$ cat src/rtl/siso_shift_param.sv
// siso_shift_param: universal shift register (hold / shift / load / rotate)
// advanced by a single-cycle clock-enable tick from an internal divider.
// The optional bidirectional mode is enabled with `define SISO_SHIFT_BIDIR_EN.
// It adds a dir input; dir=1 selects right-hand shift and rotate.
module siso_shift_param #(
  parameter int WIDTH = 4,
  parameter int DIV   = 100_000_000
) (
  input  logic             clk,
  input  logic             rst,
  input  logic             sin,
  input  logic [1:0]       mode,
  input  logic [WIDTH-1:0] pdata_in,
`ifdef SISO_SHIFT_BIDIR_EN
  input  logic             dir,
`endif
  output logic             s_out,
  output logic [WIDTH-1:0] pdata_out,
  output logic             tick,
  output logic             ref_clk,
  output logic             frame_done
);

  localparam int CNT_W = $clog2(DIV + 1);
  localparam int BIT_W = (WIDTH > 2) ? $clog2(WIDTH) : 1;
  localparam logic [CNT_W-1:0] DIV_LAST = CNT_W'(DIV - 1);
  localparam logic [BIT_W-1:0] BIT_LAST = BIT_W'(WIDTH - 1);

  localparam logic [1:0] MODE_HOLD   = 2'b00;
  localparam logic [1:0] MODE_SHIFT  = 2'b01;
  localparam logic [1:0] MODE_LOAD   = 2'b10;
  localparam logic [1:0] MODE_ROTATE = 2'b11;

  logic [CNT_W-1:0] div_cnt_reg;
  logic [BIT_W-1:0] bit_cnt_reg, bit_cnt_next;
  logic [WIDTH-1:0] sr_reg, sr_next;
  logic             ref_clk_reg;
  logic             frame_done_reg, frame_done_next;
  logic             right;

  // tick is a decode of the registered divider count, used only as an enable
  assign tick = (div_cnt_reg == DIV_LAST);

`ifdef SISO_SHIFT_BIDIR_EN
  logic dir_reg;

  // Direction is captured on tick cycles so s_out tracks the active direction
  always_ff @(posedge clk) begin
    if (rst)       dir_reg <= 1'b0;
    else if (tick) dir_reg <= dir;
  end

  assign right = dir;
  assign s_out = dir_reg ? sr_reg[0] : sr_reg[WIDTH-1];
`else
  assign right = 1'b0;
  assign s_out = sr_reg[WIDTH-1];
`endif

  // Divider: count 0..DIV-1, wrap on the tick cycle
  always_ff @(posedge clk) begin
    if (rst)       div_cnt_reg <= '0;
    else if (tick) div_cnt_reg <= '0;
    else           div_cnt_reg <= div_cnt_reg + CNT_W'(1);
  end

  // LED reference: toggle once per tick
  always_ff @(posedge clk) begin
    if (rst)       ref_clk_reg <= 1'b0;
    else if (tick) ref_clk_reg <= ~ref_clk_reg;
  end

  // Next-state datapath; everything holds unless this is a tick cycle
  always_comb begin
    sr_next         = sr_reg;
    bit_cnt_next    = bit_cnt_reg;
    frame_done_next = 1'b0;
    if (tick) begin
      case (mode)
        MODE_SHIFT:  sr_next = right ? {sin, sr_reg[WIDTH-1:1]}
                                     : {sr_reg[WIDTH-2:0], sin};
        MODE_LOAD:   sr_next = pdata_in;
        MODE_ROTATE: sr_next = right ? {sr_reg[0], sr_reg[WIDTH-1:1]}
                                     : {sr_reg[WIDTH-2:0], sr_reg[WIDTH-1]};
        default:     sr_next = sr_reg;
      endcase
      if (mode == MODE_LOAD) begin
        bit_cnt_next = '0;
      end else if (mode != MODE_HOLD) begin
        if (bit_cnt_reg == BIT_LAST) begin
          bit_cnt_next    = '0;
          frame_done_next = 1'b1;
        end else begin
          bit_cnt_next = bit_cnt_reg + BIT_W'(1);
        end
      end
    end
  end

  // Register state; reset overrides any coincident tick
  always_ff @(posedge clk) begin
    if (rst) begin
      sr_reg         <= '0;
      bit_cnt_reg    <= '0;
      frame_done_reg <= 1'b0;
    end else begin
      sr_reg         <= sr_next;
      bit_cnt_reg    <= bit_cnt_next;
      frame_done_reg <= frame_done_next;
    end
  end

  assign pdata_out  = sr_reg;
  assign ref_clk    = ref_clk_reg;
  assign frame_done = frame_done_reg;

endmodule

$ cat config.mk
export PLATFORM = sky130hd
export DESIGN_NAME = siso_shift_param
export DESIGN_NICKNAME = d
export VERILOG_FILES = /design/src/rtl/siso_shift_param.sv
export SDC_FILE = /design/constraint.sdc
export NUM_CORES = 1
export LEC_CHECK = 0
export CAP_MARGIN = 10
export CORE_ASPECT_RATIO = 1.25
export CORE_MARGIN = 2
export CORE_UTILIZATION = 45
export DETAILED_ROUTE_END_ITERATION = 8
export HOLD_SLACK_MARGIN = 0.15
export PLACE_DENSITY = 0.69
export SYNTH_ARGS = -nofsm -noshare
export SYNTH_HDL_FRONTEND = slang
export SYNTH_SLANG_ARGS = --single-unit
$ cat constraint.sdc
create_clock -name clk -period 2.67 [get_ports clk]
set_clock_uncertainty 0.15 [all_clocks]
set_input_delay 0.267 -clock clk [delete_from_list [all_inputs] [get_ports clk]]
set_output_delay 0.267 -clock clk [all_outputs]
set_load 0.005 [all_outputs]
Word level (Yosys, flattened, before mapping)

Index checks and enable logic that the tools add are counted.

$add $sub $neg: 2
Equal/unequal tests: 5
Mux-type cells: 5
Bitwise gates (word level): 3
Reduce and logical (&&, ||, !) cells: 7

Operators by type and width:

| cell                                          | number |
|---|---|
| adder 27 x 1 -> 27 bit, second input constant | 1 |
| == test 27 bit, second input constant         | 1 |
| case mux 4 bit (3 select lines)               | 1 |
| == test 2 bit, second input constant          | 3 |
| 2-to-1 mux 2 bit                              | 3 |
| AND reduction 2 bit                           | 2 |
| nonzero test 2 bit                            | 2 |
| OR reduction 4 bit                            | 1 |
| NOT 1 bit                                     | 3 |
| nonzero test 3 bit                            | 1 |
| adder 2 x 1 -> 2 bit, second input constant   | 1 |
| == test 2 x 1 -> 1 bit, second input constant | 1 |
| OR reduction 2 bit                            | 1 |
| 2-to-1 mux 1 bit                              | 1 |

Bits in registers: 35
Bits of input ports: 9
Output and inout port bits: 8
Logic and storage cells: 27

Logic depth before layout (Yosys ltp)

Depth in word-level cells: 4
Depth in mapped cells: 7
Depth with buffers taken out: 5

Worst setup path after synthesis

Ideal clock, no wire load.

Kind: register to register
Start point: reg div_cnt_reg[0]
End point: reg sr_reg[1] (netlist: pdata_out[1])
Setup time: 0.121 ns
Data arrival time: 1.971 ns
Required time: 2.399 ns
Slack: 0.428 ns
Cell stages (with the launch flop): 8
Path buffers: 2
Period minus slack after synthesis: 2.242 ns
Cells stage by stage: dfxtp_1 ha_1 and3_1 buf_2 nand3_2 or4_1 buf_2 mux2_4

Cells in the longest elaborated chain, start to end: 2

Ends and longest elaborated chain:

| item                          | line | RTL |
|---|---|---|
| start, declared               | 34   | `logic [CNT_W-1:0] div_cnt_reg;` |
| start signal, assigned        | 64   | `else div_cnt_reg <= div_cnt_reg + CNT_W'(1);` |
| == test 27 bit                | 42   | `assign tick = (div_cnt_reg == DIV_LAST);` |
| AND reduction 2 bit (no line) | n/a  |  |
| end signal, assigned          | 107  | `sr_reg <= sr_next;` |
| end, declared                 | 36   | `logic [WIDTH-1:0] sr_reg, sr_next;` |

Every way passes these cells.
A chain may end at the register's enable or synchronous reset.

Worst setup path in the final report

Start point: reg div_cnt_reg[0]
End point: out tick

Cells in the longest elaborated chain, start to end: 1

Ends and longest elaborated chain:

| item           | line | RTL |
|---|---|---|
| == test 27 bit | 42   |  |
| end, declared  | 19   | `output logic tick,` |

Every way passes these cells.

==> out/results.txt <==
Static timing analysis puts the maximum clock frequency at 398 MHz. Routability-driven placement finished with a final weighted congestion of 0.834. Summed over all cells, the static leakage comes to 0.660 nW. The later pin in the worst-skew pair is clocked with a latency of 0.29 ns.

From synthesis to final layout, the design area changed by 17.0%. In the final layout, flip-flops and latches occupy 701 sq um. The run gives 0 as the total setup violations reported at the end of the flow.

Main flop type after synthesis: sky130_fd_sc_hd__dfxtp_1. For this design, the CTS-stage hold fixing added 0 buffers. The worst pin sits at a relative slew slack of 66.4%. The overflow left after global routing came out at 0. The start point of the worst min-delay path is div_cnt_reg[0].

The starting density of the core was 46.2%; the total core area was 0.00372 sq mm. Global routing consumed, on the met1 layer, 21.5% of the routing resources. The number of antenna-violating nets in the routed design was 0; the CTS sink count was 35. The number of global-route vias before repair came out at 1469. The register with the most flip-flops in the layout has 27 of them. The mapped netlist covers 0.00172 sq mm. The worst hold path stage count came out at 1. The floorplan step defined a die boundary enclosing 0.00433 sq mm. Total of flip-flops plus latches after synthesis: 35. The number of distinct library cells after synthesis is 34.

The biggest area contributor in the post-synthesis netlist is sky130_fd_sc_hd__dfxtp_1. For met3 alone, demand over resource in global routing was 4.26%. In the global route stage, met2 resource usage came out at 33.0%.

The tool flagged a number of max-cap violations equal to 0. The count of buffers added on input and output ports is 16. Dividing the detail-routed wire length by the instance count gives 14.8 um. sky130_fd_sc_hd__dfxtp_1 is the most common cell in the netlist. The critical path's largest stage delay was 0.55 ns. Among all stages on the critical path, the largest delay is contributed by sky130_fd_sc_hd__clkdlybuf4s50_1. The commonest cells after synthesis are sky130_fd_sc_hd__dfxtp_1 (35), sky130_fd_sc_hd__nor2_1 (19), sky130_fd_sc_hd__a21oi_1 (14). The synthesized instance count was 194; the detailed-route vias per instance was 6.06. The type of the setup path with the least slack is flip-flop to primary output. The worst path needs 2.51 ns of the cycle, external delays included.

The layer flagged by global routing as most heavily used is met2. The H-tree was split into 2 levels. The first global-routing pass estimated 6330 um of wire.

Walking the worst path, the cells encountered are ha_1 > and3_1 > nand3_4 > nor4_4 > clkdlybuf4s50_1. The path with the worst hold slack has its endpoint at div_cnt_reg[0]. The run gives 3720 um as the total wire length after detailed routing. TritonCTS built the clock tree. The flow ran to the end, and the final reports show no timing, DRC or antenna violations.

The total via count in the routed design was 1522; the number of cells traversed by the worst register-to-register path was 4. The sequential cell area fraction in the yosys report was 40.8%; the number of remaining DRC errors was 0. The width of the die was 59.3 um; the I/O pin count was 17.

The tools report the final number of max-transition violations as 0. Across all hold checks on the routed design, the worst slack comes to 0.321 ns. Cells with a size suffix above 1 make up 9.00% of the layout. Synthesis produced a netlist with a net count of 205. For the critical path data arrival time, the log shows 2.09 ns. After the flow finishes, the layout carries non-filler instances totaling 251.

The tools report the number of hold violations in the final report as 0. Clock-pin slew was measured on the worst setup and hold paths at 0.06 ns. The worst-case IR drop observed on VDD is 0.311 mV.

Setup repair after global routing left no endpoint under its margin. The share of synthesized area in the top cell type comes to 40.8%. Type of origin of the critical path: a flip-flop. The post-CTS repair timing setup buffer count is 0, and the measured slew at the worst slew-check pin is 0.499 ns. The die height was 73.1 um.

The root buffer selected by CTS is sky130_fd_sc_hd__clkbuf_8. Along the worst path, the maximum fanout reaches 7. The worst setup path is captured at a primary output. In this run, synthesis inferred 0 flip-flops with an integrated enable. Setup total negative slack on the finished layout was measured at 0 ns. The longest clock path from root to sink contains 2 buffers. Yosys printed 0 warnings. The placed instance count was 243. The worst hold-check path type was flip-flop to flip-flop.

Global routing used 19.5% of the available tracks across all layers. For the required arrival time at the worst endpoint, the log shows 2.25 ns. 0 antenna diodes ended up in the layout.

Post-route clock period utilization: 94.1%. The power per cell area is 470 mW/mm^2, and the number of nets in the final layout is 221. In this run the critical register-to-register path is launched from div_cnt_reg[12]. Half-perimeter wire length after detailed placement: 2700 um. The logs give 4 for the number of detailed-routing iterations run before antenna repair and 104 for the count of routing violations after the opening detailed-route iteration.

The post-synthesis area per instance is 8.86 sq um. By area the synthesized netlist is led by sky130_fd_sc_hd__dfxtp_1 (41%), sky130_fd_sc_hd__or4_1 (4.8%), sky130_fd_sc_hd__nor2_1 (4.1%). After synthesis, the share of flip-flops with an asynchronous set or reset is 0%. For the number of buffers created by CTS, the log shows 5.

The run gives 0 as the initial antenna violation count. The tools report the destination of the worst register-to-register timing path as pdata_out[2]. The floorplan has 25 rows. The final-layout fill cell count was 335; the largest net degree at the start of global routing was 28.

The run gives 0.30 ns as the reg2reg setup slack. The combined area of the multi-input logic cells is 981 sq um.
repair_timing:
action / CTS / global route
resized for setup: 0 / 3
endpoints found under the setup margin: 0 / 1
endpoints found under the hold margin: 0 / 0
worst max-delay path, delay by kind of cell (launching register included):
family	cells	cell delay, ns
AND/OR/NAND/NOR	3	0.66
buffers and inverters	1	0.55
flip-flops	1	0.38
adder cells (fa/ha/maj)	1	0.21
power breakdown:
| group | total, W | leakage (nW) | switching [W] | internal (W) |
|---|---|---|---|---|
| logic | 0.0000379 | 0.336 | 0.0000190 | 0.0000189 |
| clock network | 0.000378 | 0.0412 | 0.000196 | 0.000182 |
| registers | 0.000530 | 0.282 | 0.00000418 | 0.000526 |
worst max-delay path by stage:
stage	endpoint	slack, ns	startpoint	depth (start not counted)
6_report	tick	0.16	div_cnt_reg[0]	5
4_1_cts	tick	0.03	div_cnt_reg[0]	5
5_1_grt	tick	0.04	div_cnt_reg[0]	5
3_3_place_gp	pdata_out[1]	0.37	div_cnt_reg[12]	4
3_5_place_dp	pdata_out[2]	0.35	div_cnt_reg[12]	4
2_1_floorplan	pdata_out[1]	0.43	div_cnt_reg[0]	7
per-layer routing:
| layer | vias to the layer above | part of all wire (%) |
|---|---|---|
| li1 | 752 | - |
| met1 | 728 | 44 |
| met2 | 33 | 50 |
| met3 | 9 | 3.7 |
| met4 | 0 | 2.5 |
| met5 | - | 0 |
final cells by class:
class / instances / area share [%]
Inverter: 3 / 0.560
Tap cell: 40 / 2.49
Clock buffer: 6 / 3.61
Timing Repair Buffer: 19 / 9.09
Multi-Input combinational cell: 146 / 48.8
Clock inverter: 2 / 0.622
Sequential cell: 35 / 34.8
kinds of logic after synthesis:
kind of cell	after synthesis	synth area share, %
AO/OA/AOI/OAI	31	11.8
flip-flops	35	40.8
adder cells (fa/ha/maj)	2	1.46
AND/OR/NAND/NOR	93	30.9
multiplexers	8	5.53
buffers and inverters	13	3.49
XOR/XNOR	12	6.11
metrics by stage:
step	instance area, sq um	total power (W)	setup WS, ns	utilization [%]
6_report	2010	0.000946	0.158	54.0
5_1_grt	2010	0.000980	0.0442	54.0
4_1_cts	1990	0.000952	0.0333	53.4
3_5_place_dp	1900	0.000580	0.345	51.1
3_3_place_gp	1900	0.000578	0.373	51.1
2_1_floorplan	1720	0.000561	0.428	-
cell usage in the layout, fill, tap and decap left out, drive strengths merged, types with 2 or more instances in the layout:
cell type and instances:
o31ai 9, clkbuf 6, nor3 3, mux2 3
nor4 5, dfxtp 35, mux2i 5, nor2 19
nand2 12, or3 5, o41ai 2, xnor2 6
and4 2, nand4 8, inv 3, buf 3
xor2 6, or4 11, clkdlybuf4s50 16, nor2b 7
a32o 2, a21oi 14, o21ai 3, and3 4
nand3 13, ha 2
Note: power is estimated with default switching activity, not from simulation.
